## config.mk

```make
export PLATFORM = sky130hd
export DESIGN_NAME = ysyx_23060201_regfile_sb
export DESIGN_NICKNAME = d
export VERILOG_FILES = /design/src/rtl/ysyx_23060201_rf_pkg.sv /design/src/rtl/ysyx_23060201_rf_scoreboard.sv /design/src/rtl/ysyx_23060201_regfile_sb.sv
export SDC_FILE = /design/constraint.sdc
export NUM_CORES = 2
export LEC_CHECK = 0
export ABC_CLOCK_PERIOD_IN_PS = 31900
export BUFFER_PORTS_ARGS = -buffer_cell sky130_fd_sc_hd__buf_4
export CORE_UTILIZATION = 45
export DETAILED_ROUTE_END_ITERATION = 6
export PLACE_DENSITY = 0.61
export SLEW_MARGIN = 25
export SYNTH_ARGS = -nofsm -noshare
export SYNTH_HDL_FRONTEND = slang
export SYNTH_SLANG_ARGS = --single-unit
export TNS_END_PERCENT = 5
```

## constraint.sdc

```tcl
create_clock -name rf_clk -period 31.9 [get_ports rf_clk]
set_input_delay 4.785 -clock rf_clk [delete_from_list [all_inputs] [get_ports rf_clk]]
set_output_delay 4.785 -clock rf_clk [all_outputs]
set_load 0.02 [all_outputs]
```

## src/rtl/ysyx_23060201_rf_pkg.sv

```systemverilog
// Shared constants and helpers for the NPC general-purpose register file.
// Optional read bypass: define YSYX_23060201_RF_BYPASS_EN.
package ysyx_23060201_rf_pkg;

    localparam int RF_ADDR_W = 5;
    localparam int RF_DATA_W = 32;
    localparam int REG_ZERO  = 0;

    // Low bit of port `port` inside a packed bus of `width`-bit fields.
    function automatic int slice_lo(input int port, input int width);
        return port * width;
    endfunction

endpackage

```

## src/rtl/ysyx_23060201_rf_scoreboard.sv

```systemverilog
// Busy scoreboard: one pending bit per GPR plus a running busy count.
// Issue sets a bit, writeback clears it; set beats clear on the same edge.
module ysyx_23060201_rf_scoreboard
    import ysyx_23060201_rf_pkg::*;
#(
    parameter int ADDR_W = RF_ADDR_W,
    parameter int NR_WR  = 2
) (
    input  logic                      gpr_clk,
    input  logic                      gpr_rst,
    input  logic [NR_WR-1:0]          sb_wen,
    input  logic [NR_WR*ADDR_W-1:0]   sb_waddr,
    input  logic                      sb_iss_valid,
    input  logic [ADDR_W-1:0]         sb_iss_rd,
    output logic [(1<<ADDR_W)-1:0]    sb_busy,
    output logic [ADDR_W:0]           sb_busy_cnt
);

    localparam int NREG = 1 << ADDR_W;
    localparam logic [ADDR_W-1:0] ZERO_IDX = ADDR_W'(REG_ZERO);

    logic [ADDR_W-1:0] waddr_a [NR_WR];
    logic [NREG-1:0]   clr_v;
    logic [NREG-1:0]   set_v;
    logic [NREG-1:0]   busy_nxt;
    logic [ADDR_W:0]   up_n;
    logic [ADDR_W:0]   dn_n;
    logic [ADDR_W:0]   cnt_nxt;

    for (genvar j = 0; j < NR_WR; j++) begin : g_wa
        assign waddr_a[j] =
            sb_waddr[slice_lo(j, ADDR_W) +: ADDR_W];
    end

    // Build clear/set masks; x0 never participates.
    always_comb begin
        clr_v = '0;
        set_v = '0;
        for (int j = 0; j < NR_WR; j++) begin
            if (sb_wen[j] && waddr_a[j] != ZERO_IDX) begin
                clr_v[waddr_a[j]] = 1'b1;
            end
        end
        if (sb_iss_valid && sb_iss_rd != ZERO_IDX) begin
            set_v[sb_iss_rd] = 1'b1;
        end
    end

    // Next busy vector and incremental count from bit transitions.
    always_comb begin
        busy_nxt = (sb_busy & ~clr_v) | set_v;
        up_n     = '0;
        dn_n     = '0;
        for (int r = 0; r < NREG; r++) begin
            up_n = up_n + {{ADDR_W{1'b0}},
                           ~sb_busy[r] & busy_nxt[r]};
            dn_n = dn_n + {{ADDR_W{1'b0}},
                           sb_busy[r] & ~busy_nxt[r]};
        end
        cnt_nxt = sb_busy_cnt + up_n - dn_n;
    end

    // Busy bits and count register.
    always_ff @(posedge gpr_clk or posedge gpr_rst) begin
        if (gpr_rst) begin
            sb_busy     <= '0;
            sb_busy_cnt <= '0;
        end else begin
            sb_busy     <= busy_nxt;
            sb_busy_cnt <= cnt_nxt;
        end
    end

endmodule

```

## src/rtl/ysyx_23060201_regfile_sb.sv

```systemverilog
// NPC GPR file: multi-port read/write, x0 hardwired, busy scoreboard.
// Define YSYX_23060201_RF_BYPASS_EN to forward same-cycle writes to reads.
module ysyx_23060201_regfile_sb
    import ysyx_23060201_rf_pkg::*;
#(
    parameter int ADDR_W = RF_ADDR_W,
    parameter int DATA_W = RF_DATA_W,
    parameter int NR_RD  = 2,
    parameter int NR_WR  = 2
) (
    input  logic                      rf_clk,
    input  logic                      rf_rst,
    input  logic [NR_RD-1:0]          rf_ren,
    input  logic [NR_RD*ADDR_W-1:0]   rf_raddr,
    output logic [NR_RD*DATA_W-1:0]   rf_rdata,
    output logic [NR_RD-1:0]          rf_rbusy,
    input  logic [NR_WR-1:0]          rf_wen,
    input  logic [NR_WR*ADDR_W-1:0]   rf_waddr,
    input  logic [NR_WR*DATA_W-1:0]   rf_wdata,
    input  logic                      rf_iss_valid,
    input  logic [ADDR_W-1:0]         rf_iss_rd,
    output logic [ADDR_W:0]           rf_busy_cnt
);

    localparam int NREG = 1 << ADDR_W;
    localparam logic [ADDR_W-1:0] ZERO_IDX = ADDR_W'(REG_ZERO);

    logic [DATA_W-1:0] mem [NREG];
    logic [NREG-1:0]   busy_v;

    logic [ADDR_W-1:0] raddr_a [NR_RD];
    logic [ADDR_W-1:0] waddr_a [NR_WR];
    logic [DATA_W-1:0] wdata_a [NR_WR];
    logic [DATA_W-1:0] rdata_a [NR_RD];
    logic              rbusy_a [NR_RD];

    for (genvar i = 0; i < NR_RD; i++) begin : g_rd
        assign raddr_a[i] =
            rf_raddr[slice_lo(i, ADDR_W) +: ADDR_W];
        assign rf_rdata[slice_lo(i, DATA_W) +: DATA_W] = rdata_a[i];
        assign rf_rbusy[i] = rbusy_a[i];
    end

    for (genvar j = 0; j < NR_WR; j++) begin : g_wr
        assign waddr_a[j] =
            rf_waddr[slice_lo(j, ADDR_W) +: ADDR_W];
        assign wdata_a[j] =
            rf_wdata[slice_lo(j, DATA_W) +: DATA_W];
    end

    ysyx_23060201_rf_scoreboard #(
        .ADDR_W (ADDR_W),
        .NR_WR  (NR_WR)
    ) u_sb (
        .gpr_clk      (rf_clk),
        .gpr_rst      (rf_rst),
        .sb_wen       (rf_wen),
        .sb_waddr     (rf_waddr),
        .sb_iss_valid (rf_iss_valid),
        .sb_iss_rd    (rf_iss_rd),
        .sb_busy      (busy_v),
        .sb_busy_cnt  (rf_busy_cnt)
    );

    // Data array; later ports overwrite earlier ones on a shared address.
    always_ff @(posedge rf_clk or posedge rf_rst) begin
        if (rf_rst) begin
            for (int r = 0; r < NREG; r++) begin
                mem[r] <= '0;
            end
        end else begin
            for (int j = 0; j < NR_WR; j++) begin
                if (rf_wen[j] && waddr_a[j] != ZERO_IDX) begin
                    mem[waddr_a[j]] <= wdata_a[j];
                end
            end
        end
    end

    // Combinational read muxing; outputs held at zero during reset.
    always_comb begin
        for (int i = 0; i < NR_RD; i++) begin
            rdata_a[i] = '0;
            rbusy_a[i] = 1'b0;
            if (!rf_rst && rf_ren[i] && raddr_a[i] != ZERO_IDX) begin
                rdata_a[i] = mem[raddr_a[i]];
                rbusy_a[i] = busy_v[raddr_a[i]];
`ifdef YSYX_23060201_RF_BYPASS_EN
                for (int j = 0; j < NR_WR; j++) begin
                    if (rf_wen[j] && waddr_a[j] == raddr_a[i]) begin
                        rdata_a[i] = wdata_a[j];
                        rbusy_a[i] = 1'b0;
                    end
                end
`endif
            end
        end
    end

endmodule

```

==> results.ini <==
[yosys]
synth_seq_cells=1062
yosys.area.top_type=dfrtp_1
synth_area_leaders=dfrtp_1, mux2i_1, mux4_2
synth_commonest_cells=mux2i_1, dfrtp_1, nand2_1
yosysSeqAreaShare_pct=38.8
yosysWarnings=0
synth_edf_count=0
synthFlopType=dfrtp_1
syn_area_um2=68500
syn_area_per_cell_um2=10.6
synthDistinctLibCells=69
netlist.area_leader.share_pct=38.8
async_flop_share_pct=100
post-synth-top-count-cell=mux2i_1
postSynthCellCount=6437

[cells_and_area]
syn2layout_area_growth_pct=8.87
nFillCells=13500
layout.nets=6265
finalNonFillerCells=8226
stdcell_area_um2=74600
drive_gt1_share_pct=19.2

[clock_tree]
clock_sinks=1062
postCtsSetupBuffers=0
cts_resized=0
numCtsBuffers=118
cts_tree=yes
ctsHoldBuffers=0
cts_buffer_depth=3
cts-root-buf=clkbuf_16
cts.clk_slew.worst_paths_ns=0.06
clock_latency_ns=0.77
htreeDepth=3

[global_route]
grt_overflow=0
grt_pass1_wl_um=398000
grt_max_degree=164
first_global_vias=52500
grt_usage_pct=36.3
grt_antenna_before_repair=34

[detailed_routing]
drt-pass1-iter-count=7
num_vias=54900
wl_per_cell_um=34.0
drtIter0Drc=7863
totalWireLength_um=280000
viasPerCell=6.67
drtAntennaViolNets=0
drc=3

[floorplanning]
dieArea_um2=154000
initial_core_util_pct=45.5
die_x_um=392
die_h_um=392
rows=142
pin_count=168
fp.coreArea_um2=150000

[sta]
setup_slack_ns=18.43
fmax_mhz=74.2
finalHoldViolations=0
slew_viol_final=0
fin_crit_ns=13.47
slew_headroom_pct=23.0
rsz0062_at_grt=no
setup_tns_ns=0
skew_ns=0.0156
finalSetupViolCount=0
finalCritPeriodShare_pct=42.2
tightest_slew_ns=1.16

[power]
vdd_drop_max_mv=0.0703
p_leak_nw=34.4
finalPower_mw=4.72
powerDensity_nw_per_um2=63.3

[setup_path]
path_class=input pin to primary output
cp-end-kind=primary output
crit_path_start=rf_raddr[1]
cp_top_family=buffers and inverters
path_buf_inv=5
cpMostUsedCell=buf_4
worstPathArrival_ns=8.69
rr_startpoint=u_sb.sb_busy[23]$_DFF_PP0_
path_depth=9
worstPathCellList=buf_8 > buf_4 > buf_12 > nand2b_2 > buf_4 > o221ai_1 > a21oi_1 > o31a_1 > buf_4
cp-start-kind=input pin
critPathMaxStageDelay_ns=0.68
critPathSlowestCell=buf_4
crit_fanout=78
r2r_cells=19
cp_data_required_time_ns=27.12

[placement]
place_ws_ns=18.54
dp_cells=7988
portBuffers=167
gp_congestion=0.941
dp.final_hpwl_um=160000
postPlaceCellArea_um2=70500

[hold_path]
hp-class=flop to flop
hold_start=mem[1002]$_DFF_PP0_
hold_depth=0

[run_status]
outcome=finished with violations
violations=DRC

[flow_run]
cap_violations=0

[power by group]
| part | total (mW) | internal (mW) | switching, mW |
|---|---|---|---|
| registers | 1.98 | 1.70 | 0.282 |
| clock network | 1.43 | 0.813 | 0.621 |
| logic | 1.30 | 0.686 | 0.616 |
[worst reg2reg max path: cells and delay by family, from the launching register on]
family	cells	cell delay [ns]
xor gates and xnor gates	1	0.12
and+or+nand+nor	1	0.45
DFF	1	0.44
buffers and inverters	5	0.30
AOI/OAI and AO/OA	2	0.17
adders and majority gates	10	4.55
[layer usage]
layer	up-vias	wire length (µm)	part of all wire [%]	track usage, %
li1	22700	-	-	-
met3	890	35200	13	11.2
met1	27600	106000	38	47.9
met2	3704	121000	43	53.2
met4	30	17300	6.2	19.7
met5	-	198	0.071	0
[logic make-up after synthesis]
kind of cell / count (synthesis) / share of synthesized area, %
AOI/OAI and AO/OA: 1383 / 11.6
buffers and inverters: 870 / 5.58
other: 1 / 0.00548
muxes: 1724 / 33.9
DFF: 1062 / 38.8
adders and majority gates: 75 / 2.02
and+or+nand+nor: 1316 / 7.98
xor gates and xnor gates: 6 / 0.0767
[placed cells by master, fill, tap and decap left out, types with 119 or more instances in the layout]
master	n
nor2_1	531
clkbuf_16	119
mux2i_1	1129
a21oi_1	524
o21ai_0	461
nand2_1	572
dfrtp_1	1062
mux2_2	130
o221ai_1	126
mux4_2	465
buf_4	271
[worst paths after layout]
check,slack (ns),end
min in group asynchronous,4.04,u_sb.sb_busy_cnt[4]$_DFF_PP0_
worst max-delay path,18.43,rf_rdata[4]
worst min register to register,0.39,mem[1002]$_DFF_PP0_
worst min-delay path,0.39,mem[1002]$_DFF_PP0_
worst max register to register,25.75,u_sb.sb_busy_cnt[5]$_DFF_PP0_
max in group asynchronous,24.13,mem[842]$_DFF_PP0_
[layout make-up]
cell class / count / area [µm²] / area share (%)
Inverter: 111 / 423 / 0.567
Clock buffer: 172 / 3530 / 4.73
Timing Repair Buffer: 295 / 2480 / 3.33
Tap cell: 2016 / 2520 / 3.38
Antenna cell: 19 / 47.5 / 0.0638
Multi-Input combinational cell: 4506 / 38500 / 51.7
Sequential cell: 1062 / 26600 / 35.6
Clock inverter: 45 / 453 / 0.607
[registers in the layout (all words and copies together), names as in the netlist]
| name | count |
|---|---|
| u_sb.sb_busy_cnt | 6 |
| u_sb.sb_busy | 32 |
| mem | 1024 |
[stage by stage]
stage	util (%)	hold slack (ns)
floorplan	-	0.441
global placement	46.7	0.376
detailed placement	46.8	0.383
CTS	49.5	0.397
global route	49.5	0.406
finish	49.5	0.394
Note: power is estimated with default switching activity, not from simulation.
